$ cat config.mk
export PLATFORM = sky130hd
export DESIGN_NAME = alu_writeback
export DESIGN_NICKNAME = d
export VERILOG_FILES = /design/src/rtl/alu_pkg.sv /design/src/rtl/alu_core.sv /design/src/rtl/alu_writeback.sv
export SDC_FILE = /design/constraint.sdc
export NUM_CORES = 1
export LEC_CHECK = 0
export ABC_AREA = 1
export BUFFER_PORTS_ARGS = -buffer_cell sky130_fd_sc_hd__clkbuf_2
export CAP_MARGIN = 25
export CORE_MARGIN = 1
export CORE_UTILIZATION = 55
export CTS_CLUSTER_SIZE = 16
export DETAILED_ROUTE_END_ITERATION = 6
export GPL_TIMING_DRIVEN = 0
export PLACE_DENSITY = 0.81
export SETUP_SLACK_MARGIN = 0.2
export SLEW_MARGIN = 20
export SYNTH_ARGS = -nofsm -noshare
export SYNTH_HDL_FRONTEND = slang
export SYNTH_SLANG_ARGS = --single-unit
$ cat constraint.sdc
create_clock -name clk -period 2.6 [get_ports clk]
set_clock_uncertainty 0.1 [all_clocks]
set_input_delay 0.39 -clock clk [delete_from_list [all_inputs] [get_ports clk]]
set_output_delay 0.39 -clock clk [all_outputs]
set_load 0.1 [all_outputs]
$ cat src/rtl/alu_pkg.sv
// Shared constants for the ALU execute/write-back stage: opcodes, FSM state
// encoding and register address width.
package alu_pkg;

    localparam int ADDR_W = 3;
    localparam int OP_W   = 3;

    localparam logic [OP_W-1:0] OP_ADD  = 3'b000;
    localparam logic [OP_W-1:0] OP_SUB  = 3'b001;
    localparam logic [OP_W-1:0] OP_AND  = 3'b010;
    localparam logic [OP_W-1:0] OP_OR   = 3'b011;
    localparam logic [OP_W-1:0] OP_XOR  = 3'b100;
    localparam logic [OP_W-1:0] OP_SLL  = 3'b101;
    localparam logic [OP_W-1:0] OP_SRL  = 3'b110;
    localparam logic [OP_W-1:0] OP_PASS = 3'b111;

    localparam logic [1:0] ST_IDLE = 2'd0;
    localparam logic [1:0] ST_READ = 2'd1;
    localparam logic [1:0] ST_EXEC = 2'd2;
    localparam logic [1:0] ST_WB   = 2'd3;

endpackage

$ cat src/rtl/alu_core.sv
// Combinational ALU. The shifter is only built when ALU_SHIFT_EN is defined;
// otherwise SLL/SRL fall through to PASS.
module alu_core
    import alu_pkg::*;
#(
    parameter int WIDTH = 4
) (
    input  logic [WIDTH-1:0] a_i,
    input  logic [WIDTH-1:0] b_i,
    input  logic [OP_W-1:0]  op_i,
    output logic [WIDTH-1:0] result_o,
    output logic             carry_o
);

    always_comb begin
        // NOTE: every output gets a default first so no path through the case infers a latch.
        result_o = a_i;
        carry_o  = 1'b0;
        case (op_i)
            OP_ADD: {carry_o, result_o} = {1'b0, a_i} + {1'b0, b_i};
            OP_SUB: begin
                result_o = a_i - b_i;
                carry_o  = (a_i < b_i);
            end
            OP_AND: result_o = a_i & b_i;
            OP_OR:  result_o = a_i | b_i;
            OP_XOR: result_o = a_i ^ b_i;
`ifdef ALU_SHIFT_EN
            OP_SLL: result_o = a_i << b_i[1:0];
            OP_SRL: result_o = a_i >> b_i[1:0];
`endif
            default: ;
        endcase
    end

endmodule

$ cat src/rtl/alu_writeback.sv
// Execute/write-back stage for the 8x4 mini register file: IDLE->READ->EXEC->WB.
// Optional shifter controlled by ALU_SHIFT_EN (see alu_core).
module alu_writeback
    import alu_pkg::*;
#(
    parameter int WIDTH = 4
) (
    input  logic              clk,
    input  logic              rst_n,
    input  logic              op_valid,
    output logic              op_ready,
    input  logic [OP_W-1:0]   op_code,
    input  logic [ADDR_W-1:0] op_rs1,
    input  logic [ADDR_W-1:0] op_rs2,
    input  logic [ADDR_W-1:0] op_rd,
    output logic [ADDR_W-1:0] rd_addr1,
    output logic [ADDR_W-1:0] rd_addr2,
    input  logic [WIDTH-1:0]  rd_data1,
    input  logic [WIDTH-1:0]  rd_data2,
    output logic              wb_we,
    output logic [ADDR_W-1:0] wb_addr,
    output logic [WIDTH-1:0]  wb_data,
    output logic              flag_zero,
    output logic              flag_carry,
    output logic              done
);

    logic [1:0]        state_q, state_d;
    logic [OP_W-1:0]   code_q;
    logic [ADDR_W-1:0] rd_q;
    logic [WIDTH-1:0]  a_q, b_q;
    logic              op_ready_q;
    logic [ADDR_W-1:0] rd_addr1_q, rd_addr2_q;
    logic              wb_we_q;
    logic [ADDR_W-1:0] wb_addr_q;
    logic [WIDTH-1:0]  wb_data_q;
    logic              flag_zero_q, flag_carry_q;
    logic              done_q;

    logic [WIDTH-1:0]  alu_result;
    logic              alu_carry;

    alu_core #(.WIDTH(WIDTH)) u_alu_core (
        .a_i      (a_q),
        .b_i      (b_q),
        .op_i     (code_q),
        .result_o (alu_result),
        .carry_o  (alu_carry)
    );

    always_comb begin
        state_d = state_q;
        case (state_q)
            ST_IDLE: if (op_valid) state_d = ST_READ;
            ST_READ: state_d = ST_EXEC;
            ST_EXEC: state_d = ST_WB;
            ST_WB:   state_d = ST_IDLE;
            default: state_d = ST_IDLE;
        endcase
    end

    // Operand latches are reset along with everything else so a reset
    // mid-instruction leaves no stale operands behind.
    always_ff @(posedge clk or negedge rst_n) begin
        if (!rst_n) begin
            state_q      <= ST_IDLE;
            code_q       <= '0;
            rd_q         <= '0;
            a_q          <= '0;
            b_q          <= '0;
            op_ready_q   <= 1'b1;
            rd_addr1_q   <= '0;
            rd_addr2_q   <= '0;
            wb_we_q      <= 1'b0;
            wb_addr_q    <= '0;
            wb_data_q    <= '0;
            flag_zero_q  <= 1'b0;
            flag_carry_q <= 1'b0;
            done_q       <= 1'b0;
        end else begin
            // NOTE: non-blocking assignments so every register samples pre-edge values.
            state_q <= state_d;
            wb_we_q <= 1'b0;
            done_q  <= 1'b0;
            case (state_q)
                ST_IDLE: begin
                    if (op_valid) begin
                        code_q     <= op_code;
                        rd_q       <= op_rd;
                        rd_addr1_q <= op_rs1;
                        rd_addr2_q <= op_rs2;
                        op_ready_q <= 1'b0;
                    end
                end
                ST_READ: begin
                    a_q <= rd_data1;
                    b_q <= rd_data2;
                end
                ST_EXEC: begin
                    flag_zero_q  <= (alu_result == '0);
                    flag_carry_q <= alu_carry;
                    wb_data_q    <= alu_result;
                    wb_addr_q    <= rd_q;
                    // r0 is hardwired zero, so its write is dropped but the op still retires.
                    wb_we_q      <= (rd_q != '0);
                    done_q       <= 1'b1;
                end
                ST_WB: op_ready_q <= 1'b1;
                default: ;
            endcase
        end
    end

    assign op_ready   = op_ready_q;
    assign rd_addr1   = rd_addr1_q;
    assign rd_addr2   = rd_addr2_q;
    assign wb_we      = wb_we_q;
    assign wb_addr    = wb_addr_q;
    assign wb_data    = wb_data_q;
    assign flag_zero  = flag_zero_q;
    assign flag_carry = flag_carry_q;
    assign done       = done_q;

endmodule

# == Word-level counts from Yosys, hierarchy flattened ==
# Index checks and enable logic that the tools add are counted.
# word_totals
ff_bits,34
in_bits,23
output_inout_bits,18
word_cells,43
# op_classes
addsub,2
n_lt_le_gt_ge,1
n_eq_ne,8
muxes,8
bitwise,3
n_reduce_logical,7
# op_table
cell,count
$pmux 4 s5,1
$pmux 2 s4,1
$eq 3x2->1 const B,2
$add 4x4->5,1
$and 4x4->4,1
$eq 2x2->1 const B,2
$logic_not 4->1,1
$lt 4x4->1,1
$or 4x4->4,1
$pmux 1 s2,2
$reduce_and 2->1,2
$sub 4x4->4,1
$xor 4x4->4,1
$eq 3x1->1 const B,1
$eq 3x3->1 const B,1
$logic_not 3->1,1
$mux 1,3
$reduce_bool 3->1,1
$eq 2x1->1 const B,1
$logic_not 2->1,1
$mux 2,1
$ne 2x2->1 const B,1
$reduce_bool 2->1,1

# == Longest topological paths before layout ==
# logic_depth
word_depth,3
mapped_depth,11
mapped_depth_nobuf,11

# == Hierarchy ==
# From an unflattened synthesis, not the netlist that was laid out.
# unflattened
cells_unflattened,239
hier_area_um2,1908.1
# modules_own_cells
module,n_inst,cells_per_inst,area_per_inst_um2,seq_area_each_um2
alu_writeback,1,149,1378.8,852.1
alu_core,1,90,529.3,0.0

# == Worst setup path after synthesis ==
# Ideal clock, no wire load.
# synth_path
path_type,register to register
startpoint,reg a_q[0]
endpoint,"reg flag_zero_q, in the netlist flag_zero"
setup_time_ps,75
t_arrival_ps,1509
required_time_ps,2425
path_slack_ps,916
stages_incl_launch_ff,11
n_path_buf,0
period_less_slack_ps,1684
path_cell_list,dfrtp_1 inv_1 ha_1 fa_1 xnor2_1 nor2_1 nor2_1 nand2_1 nand2_2 nand3_2 o21bai_2
# synth_between
elab_chain_cells,3
word_cells_on_any_way,7
classes_between,2 x add/sub; 1 x mux; 3 x bitwise; 1 x reduce/logical
# synth_rtl
element,line,rtl
"start, declared",alu_writeback.sv:31,"logic [WIDTH-1:0] a_q, b_q;"
"start signal, assigned",alu_writeback.sv:96,a_q <= rd_data1;
$sub 4x4->4 (tied with other cells),alu_core.sv:22,result_o = a_i - b_i;
$pmux 4 s5 *,alu_core.sv:19,case (op_i)
$logic_not 4->1 *,alu_writeback.sv:100,flag_zero_q <= (alu_result == '0);
"end signal, assigned",alu_writeback.sv:100,
"end, declared",alu_writeback.sv:37,"logic flag_zero_q, flag_carry_q;"
# Every way passes the cells marked *; elsewhere a longest branch is shown, timed or not.
# A chain may end at the register's enable or synchronous reset.

# == Final worst setup path ==
# Same ends and word-level chain as after synthesis.

==> run_results.csv <==
group,metric,value,unit
cts,cts_buffers,5,
floorplanning,start_util,60.2,%
worst_setup_path,endpoint_kind,"register",
sta,worst_pin_slew,0.796,ns
cells_and_area,layout-drive-gt1-share,30.4,%
sta,hold_viol_final,0,
floorplanning,coreArea,0.00315,mm^2
cts,cts_sinks,34,
worst_setup_path,crit_arrival,2.04,ns
detailed_routing,route.detailed.drc,0,
cells_and_area,n_fill_cell,288,
run,timing.max_cap.violations,0,
detailed_routing,first_pass_iters,4,
detailed_routing,drt_iter0_drc,63,
detailed_routing,postRouteAntennaNets,0,
cts,htree_levels,2,
sta,max_freq,536,MHz
cts,cts_setup_buffers,0,
worst_setup_path,cp_max_fo,4,
floorplanning,fp.dieH,60.8,um
detailed_routing,drt-total-wl,3720,um
worst_setup_path,cp-start-kind,"register",
cells_and_area,nNetsFinal,300,
placed_design,buffer_ports.inserted,40,
cts,clk_latency,0.34,ns
synth,synth_seq_cells,34,
floorplanning,rows,20,
detailed_routing,num_vias,1525,
sta,fin_crit,1.87,ns
synth,yosysWarnings,0,
cts,cts_resized,0,
synth,syn-instance-count,212,
floorplanning,die_area,0.00369,mm^2
floorplanning,io_pins,41,
synth,syn-num-nets,253,
sta,slew_headroom,46.9,%
synth,ys.flop_type,"dfrtp_1",
cts,clk_path_buf_depth,2,
synth,syn-cell-area,0.00190,mm^2
sta,setup_viol,0,
cts,cts_tree,"built",
placed_design,place_congestion,0.931,
synth,yosysSeqAreaShare,44.9,%
grt,grt_max_degree,35,
hold_path,hp-class,"primary input to async pin",
outcome,status,"completed",
worst_setup_path,crit_type,"register to register",
grt,grt_antenna_before_repair,0,
cells_and_area,area_growth,16.8,%
sta,fin_setup_tns,0,ns
synth,postSynth.asyncResetShare,100,%
synth,synth_edf_count,0,
detailed_routing,avgViaCountPerCell,5.02,
sta,grt_setup_unrepaired,"false",
grt,grt_pass1_vias,1387,
cts,cts_root_buf,"clkbuf_4",
detailed_routing,routedWlPerCell,12.2,um
sta,report.final.slew_viol_count,0,
cts,clkTransAtPathRegs,0.11,ns
synth,syn-mean-instance-area,8.96,um^2
grt,grt_pass1_wl,6270,um
grt,track_usage,24.0,%
cts,cts_hold_buf,0,
sta,period_share,71.8,%
cells_and_area,num_antenna_cells,0,
placed_design,dp_hpwl,2930,um
grt,overflow,0,
synth,ys_types,30,
floorplanning,die_x,60.8,um
worst_setup_path,cp_data_required_time,2.77,ns
==> state kept, by name, indices dropped and copies added (netlist names) <==
| register | cells |
|---|---|
| a_q | 4 |
| b_q | 4 |
| wb_data | 4 |
| code_q | 3 |
| rd_addr1 | 3 |
| rd_addr2 | 3 |
| rd_q | 3 |
| wb_addr | 3 |
| state_q | 2 |
| done | 1 |
| flag_carry | 1 |
| flag_zero | 1 |
| op_ready | 1 |
| wb_we | 1 |
==> cells by family after synthesis <==
| logic type | synth area share (%) |
|---|---|
| buffers and inverters | 6.52 |
| muxes | 5.34 |
| xor gates and xnor gates | 0.461 |
| DFF | 44.9 |
| adders and majority gates | 12.6 |
| AOI/OAI and AO/OA | 8.63 |
| and+or+nand+nor | 21.5 |
==> per-stage QoR <==
stage / area, um^2 / util (%) / hold slack [ns] / worst slack, ns / instances
4_1_cts: 2220 / 70.4 / 0.0324 / 0.718 / 304
6_report: 2220 / 70.4 / 0.0113 / 0.733 / 304
2_1_floorplan: 1900 / - / -0.00559 / 0.916 / 212
3_5_place_dp: 2150 / 68.3 / 0.367 / 0.740 / 296
5_1_grt: 2220 / 70.4 / 0.0621 / 0.577 / 304
3_3_place_gp: 2150 / 68.3 / 0.358 / 0.728 / 296
==> per-layer routing <==
metal  share of wire [%]  routed length, um  vias to the layer above  track usage, %
met5                   0                  0                        -               0
met4                 1.4                 51                        0            6.82
met3                 3.5                130                        6            6.40
met2                  48               1770                       31            38.5
met1                  48               1770                      713            32.5
li1                    -                  -                      775               -
==> synthesized netlist by cell type (2+ instances only) <==
master | number | share of area, %
inv_2 | 3 | 0.59
nor2_1 | 16 | 3.2
nand3_2 | 4 | 2.1
a21oi_1 | 7 | 1.8
o21ai_1 | 3 | 0.79
nand3_1 | 7 | 1.8
nand4_1 | 3 | 0.99
dfrtp_1 | 33 | 43
mux2_2 | 9 | 5.3
nand2_2 | 4 | 1.3
inv_1 | 24 | 4.7
ha_1 | 16 | 11
fa_1 | 2 | 2.1
buf_2 | 3 | 0.79
nand2_1 | 50 | 9.9
o21ai_0 | 12 | 3.2
nor2_2 | 3 | 0.99
==> cells in the final DEF, fill, tap and decap left out <==
master,n
nand2_1,50
clkbuf_2,40
dfrtp_1,33
inv_1,24
nor2_1,16
ha_1,16
o21ai_0,12
mux2_2,9
nand3_1,7
a21oi_1,7
clkbuf_4,5
nand3_2,4
nand2_2,4
buf_2,3
inv_2,3
nor2_2,3
nand4_1,3
o21ai_1,3
fa_1,2
clkbuf_1,1
a22o_1,1
clkinv_1,1
or2_1,1
nor3_1,1
o21ai_2,1
nand4_2,1
xnor2_1,1
a21oi_2,1
o21bai_2,1
o311ai_0,1
a22oi_1,1
clkbuf_8,1
clkinvlp_4,1
clkinv_2,1
dfstp_2,1
==> area by class of cell <==
type	count	area (um^2)	area share (%)
tap	44	55.1	2.48
clock inverter	2	12.5	0.564
timing repair buffer	40	200	9.02
sequential	34	852	38.4
buffer	4	18.8	0.846
inverter	28	105	4.74
clock buffer	6	51.3	2.31
multi-input combinational	146	923	41.6
==> final timing paths <==
path	from	end	slack (ns)	cells after the start
min in group clk	rd_data2[3]	b_q[3]$_DFFE_PN0N_	0.14	3
max in group asynchronous	rst_n	flag_carry$_DFFE_PN0P_	1.89	1
max	a_q[0]$_DFFE_PN0N_	flag_zero$_DFFE_PN0P_	0.73	10
min reg2reg	wb_data[3]$_DFFE_PN0P_	wb_data[3]$_DFFE_PN0P_	0.39	2
min	rst_n	state_q[1]$_DFFE_PN0P_	0.01	1
max reg2reg	a_q[0]$_DFFE_PN0N_	flag_zero$_DFFE_PN0P_	0.73	10
==> critical path, stage by stage (launching register included) <==
cell and delay (ns):
dfrtp_1 0.36, inv_1 0.08, ha_1 0.24, fa_1 0.41, xnor2_1 0.15, nor2_1 0.06, nor2_1 0.08, nand2_1 0.06
nand2_2 0.07, nand3_2 0.07, o21bai_2 0.11
Power is left out: the tool's default activity adds up to more than one toggle a clock period on the data nets, which glitch-free logic cannot reach.
